File: src/rtl/lif_stim_pkg.sv
// Shared types and default widths for the LIF spike-train stimulus generator.
package lif_stim_pkg;

  localparam int DEF_CFG_W = 16;
  localparam int DEF_MEM_W = 16;

  typedef enum logic [2:0] {
    ST_IDLE  = 3'd0,
    ST_LOAD  = 3'd1,
    ST_RUN   = 3'd2,
    ST_DRAIN = 3'd3,
    ST_DONE  = 3'd4
  } state_e;

endpackage

File: src/rtl/lif_period_timer.sv
// Period counter for the input spike train. tick is registered: it is high in
// exactly the RUN cycles whose counter value equals eff_period-1.
module lif_period_timer #(
  parameter int PER_W = 8
) (
  input  logic             clk,
  input  logic             rst,
  input  logic             clear,
  input  logic             run,
  input  logic [PER_W-1:0] eff_period,
  output logic             tick
);

  logic [PER_W-1:0] cnt_q, cnt_d;
  logic             tick_q, tick_d;
  logic [PER_W-1:0] last_cnt;

  assign last_cnt = eff_period - PER_W'(1);

  // clear/run describe the *next* cycle, so tick_d is a look-ahead of the spike.
  always_comb begin
    cnt_d = cnt_q;
    if (clear) begin
      cnt_d = '0;
    end else if (run) begin
      cnt_d = (cnt_q == last_cnt) ? '0 : cnt_q + PER_W'(1);
    end
    tick_d = (clear || run) && (cnt_d == last_cnt);
  end

  always_ff @(posedge clk) begin
    if (rst) begin
      cnt_q  <= '0;
      tick_q <= 1'b0;
    end else begin
      cnt_q  <= cnt_d;
      tick_q <= tick_d;
    end
  end

  assign tick = tick_q;

endmodule

File: src/rtl/lif_stim_gen.sv
// Plays one periodic input spike train per command into a LIF neuron, then
// reports the output-spike count and peak membrane potential after a drain window.
module lif_stim_gen
  import lif_stim_pkg::*;
#(
  parameter int CFG_W        = DEF_CFG_W,
  parameter int MEM_W        = DEF_MEM_W,
  parameter int PER_W        = 8,
  parameter int CNT_W        = 8,
  parameter int DRAIN_CYCLES = 8
) (
  input  logic             clk,
  input  logic             rst,
  input  logic             cmd_valid,
  output logic             cmd_ready,
  input  logic [CFG_W-1:0] cmd_config,
  input  logic [PER_W-1:0] cmd_period,
  input  logic [CNT_W-1:0] cmd_num_spikes,
  input  logic             abort,
  output logic             enable,
  output logic             input_spike,
  output logic [CFG_W-1:0] neuron_config,
  input  logic             output_spike,
  input  logic [MEM_W-1:0] membrane_potential,
  output logic             done,
  output logic             aborted,
  output logic [CNT_W-1:0] out_spike_count,
  output logic [MEM_W-1:0] peak_potential
);

  localparam int DW = $clog2(DRAIN_CYCLES + 1);

  state_e           state_q, state_d;
  logic [CFG_W-1:0] cfg_q;
  logic [PER_W-1:0] period_q;
  logic [CNT_W-1:0] num_q;
  logic [CNT_W-1:0] sent_q;
  logic [DW-1:0]    drain_q;
  logic             ready_q;
  logic             enable_q;
  logic             done_q;
  logic             aborted_q;
  logic [CNT_W-1:0] count_q;
  logic [MEM_W-1:0] peak_q;

  logic             accept;
  logic             abort_taken;
  logic             last_spike;
  logic             observe;
  logic             timer_clear;
  logic             timer_run;
  logic [PER_W-1:0] eff_period;

  assign cmd_ready   = ready_q & ~rst;
  assign accept      = cmd_valid & cmd_ready;
  assign eff_period  = (period_q == '0) ? PER_W'(1) : period_q;
  assign abort_taken = abort && (state_q inside {ST_LOAD, ST_RUN, ST_DRAIN});
  assign last_spike  = input_spike &&
                       (({1'b0, sent_q} + (CNT_W + 1)'(1)) == {1'b0, num_q});
  assign observe     = (state_q == ST_RUN) || (state_q == ST_DRAIN);
  assign timer_clear = (state_q == ST_LOAD) && (state_d == ST_RUN);
  assign timer_run   = (state_q == ST_RUN) && (state_d == ST_RUN);

  always_comb begin
    state_d = state_q;
    unique case (state_q)
      ST_IDLE:  if (accept) state_d = ST_LOAD;
      ST_LOAD:  if (abort) state_d = ST_DONE;
                else if (num_q == '0) state_d = ST_DRAIN;
                else state_d = ST_RUN;
      ST_RUN:   if (abort) state_d = ST_DONE;
                else if (last_spike) state_d = ST_DRAIN;
      ST_DRAIN: if (abort) state_d = ST_DONE;
                else if (drain_q == DW'(DRAIN_CYCLES - 1)) state_d = ST_DONE;
      ST_DONE:  state_d = ST_IDLE;
      default:  state_d = ST_IDLE;
    endcase
  end

  lif_period_timer #(
    .PER_W (PER_W)
  ) u_timer (
    .clk        (clk),
    .rst        (rst),
    .clear      (timer_clear),
    .run        (timer_run),
    .eff_period (eff_period),
    .tick       (input_spike)
  );

  // Control outputs are computed from state_d so they line up with the new state.
  always_ff @(posedge clk) begin
    if (rst) begin
      state_q   <= ST_IDLE;
      ready_q   <= 1'b1;
      enable_q  <= 1'b0;
      done_q    <= 1'b0;
      aborted_q <= 1'b0;
      cfg_q     <= '0;
      period_q  <= '0;
      num_q     <= '0;
      sent_q    <= '0;
      drain_q   <= '0;
      count_q   <= '0;
      peak_q    <= '0;
    end else begin
      state_q   <= state_d;
      ready_q   <= (state_d == ST_IDLE);
      enable_q  <= (state_d == ST_RUN) || (state_d == ST_DRAIN);
      done_q    <= (state_d == ST_DONE);
      aborted_q <= abort_taken;
      drain_q   <= (state_q == ST_DRAIN) ? drain_q + DW'(1) : '0;
      if (accept) begin
        cfg_q    <= cmd_config;
        period_q <= cmd_period;
        num_q    <= cmd_num_spikes;
        sent_q   <= '0;
        count_q  <= '0;
        peak_q   <= '0;
      end
      if ((state_q == ST_RUN) && input_spike) begin
        sent_q <= sent_q + CNT_W'(1);
      end
      // An output spike in an aborting cycle is still counted.
      if (observe) begin
        if (output_spike && (count_q != {CNT_W{1'b1}})) begin
          count_q <= count_q + CNT_W'(1);
        end
        if (membrane_potential > peak_q) begin
          peak_q <= membrane_potential;
        end
      end
    end
  end

  assign enable          = enable_q;
  assign done            = done_q;
  assign aborted         = aborted_q;
  assign neuron_config   = cfg_q;
  assign out_spike_count = count_q;
  assign peak_potential  = peak_q;

endmodule

File: config.mk
export PLATFORM = sky130hd
export DESIGN_NAME = lif_stim_gen
export DESIGN_NICKNAME = d
export VERILOG_FILES = /design/src/rtl/lif_stim_pkg.sv /design/src/rtl/lif_period_timer.sv /design/src/rtl/lif_stim_gen.sv
export SDC_FILE = /design/constraint.sdc
export NUM_CORES = 1
export LEC_CHECK = 0
export CAP_MARGIN = 0
export CORE_AREA = 2 2 96 98
export CTS_BUF_LIST = sky130_fd_sc_hd__clkbuf_8
export CTS_CLUSTER_DIAMETER = 120
export DETAILED_ROUTE_END_ITERATION = 10
export DIE_AREA = 0 0 98 100
export PLACE_DENSITY = 0.87
export SLEW_MARGIN = 15
export SYNTH_ARGS = -nofsm -noshare
export SYNTH_HDL_FRONTEND = slang
export SYNTH_HIERARCHICAL = 1
export SYNTH_SLANG_ARGS = --single-unit
File: constraint.sdc
create_clock -name clk -period 3.45 [get_ports clk]
set_input_delay 0.69 -clock clk [delete_from_list [all_inputs] [get_ports clk]]
set_output_delay 0.69 -clock clk [all_outputs]
set_load 0.02 [all_outputs]
* After elaboration in Yosys (flattened, before gate mapping)
Index checks and enable logic that the tools add are counted.
** Storage, ports and cells
- Flip-flop bits (word level) :: 84
- Bits of input ports :: 53
- Output and inout bits :: 45
- Logic and storage cells :: 73
** Cells by class
- Add/sub/neg operators :: 6
- Order comparisons :: 1
- Equality and inequality tests :: 11
- Mux-type cells :: 20
- Bitwise gates (word level) :: 4
- Reduce and logical (&&, ||, !) cells :: 17
** Operator list (number)
- $mux W8 :: 9
- $mux W16 :: 3
- $add A8 B1 Y8 const B :: 3
- $mux W3 :: 6
- $eq A8 B8 Y1 :: 2
- $gt A16 B16 Y1 :: 1
- $logic_not A8 Y1 :: 2
- $eq A3 B2 Y1 const B :: 4
- $pmux W3 S4 :: 1
- $add A8 B1 Y9 const B :: 1
- $eq A9 B8 Y1 :: 1
- $ne A8 B8 Y1 const B :: 1
- $sub A8 B1 Y8 const B :: 1
- $logic_and A1 B1 Y1 :: 7
- $logic_not A3 Y1 :: 2
- $add A4 B1 Y4 const B :: 1
- $eq A4 B3 Y1 const B :: 1
- $eq A3 B1 Y1 const B :: 1
- $eq A3 B3 Y1 const B :: 1
- $logic_or A1 B1 Y1 :: 3
- $reduce_bool A3 Y1 :: 1
- $and A1 B1 Y1 :: 2
- $not A1 Y1 :: 2
- $reduce_bool A2 Y1 :: 1
- 2 further kinds :: 2

* Longest topological paths before layout
- Depth in word-level cells :: 12
- Mapped depth :: 14
- Gate-level depth less buffers :: 13

* Cells and area by module
The synthesis kept the hierarchy.
** By module, submodules not included
- lif_stim_gen :: instances 1, cells an instance 448, area an instance 3611.0 µm²
- lif_period_timer :: instances 1, cells an instance 116, area an instance 948.4 µm²

* Least setup slack after synthesis
No wires, ideal clock.
- Path kind :: register to register
- Start point :: register sent_q[0]
- End point :: register u_timer.tick_q, in the netlist u_timer/tick
- Setup time :: 92 ps
- Data arrival time :: 2965 ps
- Data required time :: 3358 ps
- Slack :: 393 ps
- Stages on the path, launching flop included :: 15
- Buffers on the path :: 1
- Path through :: dfxtp_1 ha_1 nand2_1 or3_1 a211oi_1 nand2_1 o211a_1 buf_2 nand4_1 xnor2_1 nand2b_1 nand2_1 or2_1 o32a_1 nor4_1
** On the way
- Longest elaborated chain between the ends :: 12
- Elaborated cells on any way between the ends :: 14
- Classes of those cells :: add/sub: 1; eq/ne: 3; mux: 5; reduce/logical: 5
** Ends and longest elaborated chain
- from (decl) :: line lif_stim_gen.sv:37 : logic [CNT_W-1:0] sent_q;
- from (signal assigned) :: line lif_stim_gen.sv:122 : sent_q <= sent_q + CNT_W'(1);
- $add A8 B1 Y9 (*) :: line lif_stim_gen.sv:59 : (({1'b0, sent_q} + (CNT_W + 1)'(1)) == {1'b0, num_q});
- $eq A9 B8 Y1 (*) :: line lif_stim_gen.sv:59
- $logic_and A1 B1 Y1 (*) :: line lif_stim_gen.sv:58 : assign last_spike = input_spike &&
- $mux W3 (*) :: line lif_stim_gen.sv:72 : else if (last_spike) state_d = ST_DRAIN;
- $mux W3 (*) :: line lif_stim_gen.sv:71 : ST_RUN: if (abort) state_d = ST_DONE;
- $pmux W3 S4 (*) :: line lif_stim_gen.sv:66 : unique case (state_q)
- $eq A3 B2 Y1 (*) :: line lif_stim_gen.sv:62 : assign timer_run = (state_q == ST_RUN) && (state_d == ST_RUN);
- $logic_and A1 B1 Y1 (*) :: line lif_stim_gen.sv:62
- named net timer_run :: line lif_stim_gen.sv:51 : logic timer_run;
- $mux W8 :: line lif_period_timer.sv:25 : end else if (run) begin
- $mux W8 :: line lif_period_timer.sv:23 : if (clear) begin
- $eq A8 B8 Y1 :: line lif_period_timer.sv:28 : tick_d = (clear || run) && (cnt_d == last_cnt);
- $logic_and A1 B1 Y1 (*) :: line lif_period_timer.sv:28
- to (signal assigned) :: line lif_period_timer.sv:37 : tick_q <= tick_d;
- to (decl) :: line lif_period_timer.sv:15 : logic tick_q, tick_d;
The timed path passes the listed nets; every way through them passes the cells marked *.
A chain may end at the register's enable or synchronous reset.

* Final worst setup path
Ends and elaborated chain as after synthesis.

==> results.md <==
- Critical Path AT: 3.38 ns
- Period utilization: 0.902
- Avg WL per Cell: 14.9 microns
- Yosys top cell area share: 0.369
- Combinational power share: 0.195
- Via-to-Cell Ratio: 5.65
- Setup Skew: 0.0107 ns
- Status: complete, no violations
- Worst Hold Class: reg -> reg
- DR vias: 4313
- Mean Syn Cell Area: 8.08 sq um
- Synth warn: 6
- Sw Ratio: 0.287
- Pre-CTS setup slack: 0.161 ns
- Nets: 722
- Initial detailed-routing violation count: 225
- Max IR drop VDD: 273 uV
- CP Buf/Inv Count: 0
- Largest net degree at the start of global routing: 57
- CP Cell Sequence: ha_1 > nand2_1 > or3_1 > a211oi_2 > nand2_1 > o211a_1 > nand4_1 > xnor2_1 > nand2b_1 > nand2_1 > or2_1 > o32a_1 > nor4_1
- Cell mode on critical path: nand2_1
- Synthesized area: 0.00456 sq mm
- Yosys top cell by area: dfxtp_1
- RSZ-0062 raised after global routing: false
- Routability congestion estimate: 0.890
- Die W: 98 microns
- Top_reg_cell synth: dfxtp_1
- GRT Total Usage: 0.240
- FMAX: 321 MHz
- Area Overhead vs Synth: 28.0%
- Inst Count DP: 748
- PortBufs: 97
- Slew margin rel.: 0.565
- Number of global-route vias before repair: 4201
- Yosys reg bits: 84
- Non-filler cells, final: 764
- Minimum clock period: 3.11 ns
- Max-Cap Viols: 0
- CTS tree: yes
- Top fanout value on the critical path: 5
- Most frequent cells in the layout: 96 x clkdlybuf4s50_1, 93 x nand2_1, 84 x dfxtp_1, 55 x a21oi_1, 42 x inv_1
- Net switching power: 0.654 mW
- GRT Residual Overflow: 0
- DP HPWL: 8410 microns
- CTS Root Cell: clkbuf_8
- Die area: 0.00980 sq mm
- Drt pass-1 iters: 4
- CP Launch Type: flop
- Share of layout cells above drive strength 1: 0.0750
- DRC Markers: 0
- Slowest stage cell, crit path: dfxtp_1
- Worst path max stage delay: 0.42 ns
- EDFF count, synth: 0
- Req. time, crit path: 3.72 ns
- Reg power frac: 0.451
- Clk Latency, worst-skew pair: 0.36 ns
- Clock sink count: 84
- Synth async-reset ratio: 0
- Largest delay share family, worst path: simple AND/OR/NAND/NOR gates
- Max H-tree Level: 3
- Ant diodes: 0
- Final Hold Fails: 0
- Internal power: 1.63 mW
- Least-Margin Pin Slew: 0.651 ns
- Most common cell after layout, fill and taps aside: clkdlybuf4s50_1
- Register area share after synthesis: 0.369
- Antenna Nets Post-Route: 0
- Crit Path Category: reg -> reg
- Netlist cell types: 71
- Final WS setup: 0.339 ns
- Leak: 2.21 nW
- Final wirelength: 11400 microns
- Die H: 100 microns
- I/O pin cnt: 98
- Num CTS Buffers: 9
- Crit path capture type: flop
- Clk slew on worst S/H paths: 0.10 ns
- Power per Cell Area: 391 mW/mm^2
- Total negative slack: 0 ns
- Final Slew Violations: 0
- Final Setup Violations: 0
- Initial cell density of the core: 0.513
- Clk buf depth: 2
- Cells after synthesis: 564
- Clock share of power: 0.354
- Core area: 0.00889 sq mm
- First-pass GRT wire length: 19500 microns
- Core Rows: 35
- Synth Net Count: 638
- Initial antenna violation count: 0
- Ranking of synthesized cells by area: dfxtp_1 37%, nand2_1 7.7%, a21oi_1 6.0%, ha_1 5.8%, xnor2_1 4.6%
-- synthesized netlist by cell type, drive strengths merged, types with 3 or more instances --
cell / instances
or3: 8
a211oi: 5
nor4: 5
nand4: 10
nand3: 16
o21ai: 14
dfxtp: 84
nor2: 34
a221oi: 3
and2: 5
and3: 7
nand3b: 5
o21a: 4
a31oi: 5
or2: 4
nor3: 11
nor2b: 5
buf: 8
a21oi: 55
o32ai: 15
inv: 42
nor3b: 4
o22ai: 4
clkbuf: 26
xor2: 13
xnor2: 24
ha: 21
nand2: 93
-- path summary, 6_finish.rpt --
path         slack [ns]                             to                           from  cells after the start
max                0.34        u_timer/tick$_SDFF_PP0_         sent_q[0]$_SDFFE_PP0P_                     13
min                0.46  neuron_config[8]$_SDFFE_PP0P_  neuron_config[8]$_SDFFE_PP0P_                      2
max reg2reg        0.34        u_timer/tick$_SDFF_PP0_         sent_q[0]$_SDFFE_PP0P_                     13
min reg2reg        0.46  neuron_config[8]$_SDFFE_PP0P_  neuron_config[8]$_SDFFE_PP0P_                      2
-- cell families (layout without fill, tap and decap cells) --
| logic type | Yosys count | after routing | share of synthesized area |
|---|---|---|---|
| and+or+nand+nor | 213 | 213 | 0.229 |
| AOI/OAI and AO/OA | 128 | 128 | 0.193 |
| DFF | 84 | 84 | 0.369 |
| buffers and inverters | 76 | 165 | 0.0659 |
| xor gates and xnor gates | 38 | 38 | 0.0760 |
| adders and majority gates | 21 | 21 | 0.0576 |
| muxes | 4 | 4 | 0.00933 |
-- flip-flops by register name, indices dropped and copies added (netlist names) --
| signal | count |
|---|---|
| neuron_config | 16 |
| peak_potential | 16 |
| num_q | 8 |
| out_spike_count | 8 |
| period_q | 8 |
| sent_q | 8 |
| u_timer/cnt_q | 8 |
| drain_q | 4 |
| state_q | 3 |
| aborted | 1 |
| done | 1 |
| enable | 1 |
| ready_q | 1 |
| u_timer/tick | 1 |
-- repair_timing --
action,in CTS,in global routing
hold buffers,0,0
setup endpoints to repair,0,1
buffers inserted,0,0
resized for setup,0,2
-- cell type report --
cell class / instances / area (sq um)
Clock buffer: 9 / 124
Multi-Input combinational cell: 404 / 2590
Fill cell: 755 / 3050
Sequential cell: 84 / 1680
Tap cell: 111 / 139
Inverter: 42 / 158
Timing Repair Buffer: 107 / 1040
Clock inverter: 7 / 103
-- worst reg2reg max path: cells and delay by family, from the launching register on --
family,cells,cell delay [ns]
AO/OA/AOI/OAI,3,0.79
flip-flops,1,0.42
adder cells (fa/ha/maj),1,0.21
XOR/XNOR,1,0.18
AND/OR/NAND/NOR,8,1.44
-- power groups by stage --
stage	combinational (mW)	clock (mW)	sequential (mW)
floorplan	0.271	0	1.06
global placement	0.429	0	1.05
detailed placement	0.441	0	1.05
CTS	0.444	0.820	1.03
global route	0.490	0.863	1.03
finish	0.445	0.807	1.03
-- stage by stage --
| stage | util | total power, mW | hold slack [ns] | area, sq um |
|---|---|---|---|---|
| after CTS | 0.655 | 2.29 | 0.463 | 5820 |
| after detailed placement | 0.630 | 1.49 | 0.451 | 5600 |
| after global placement | 0.630 | 1.48 | 0.430 | 5600 |
| final | 0.656 | 2.28 | 0.459 | 5840 |
| after global routing | 0.656 | 2.39 | 0.484 | 5840 |
| after floorplan | - | 1.33 | 0.418 | 4560 |
-- layer usage --
layer	wire length [microns]	up-vias	GRT usage
li1	-	2125	-
met1	4950	2018	0.293
met2	5470	153	0.415
met3	812	17	0.0710
met4	162	0	0.0630
met5	0	-	0
(Power assumes the default switching activity.)
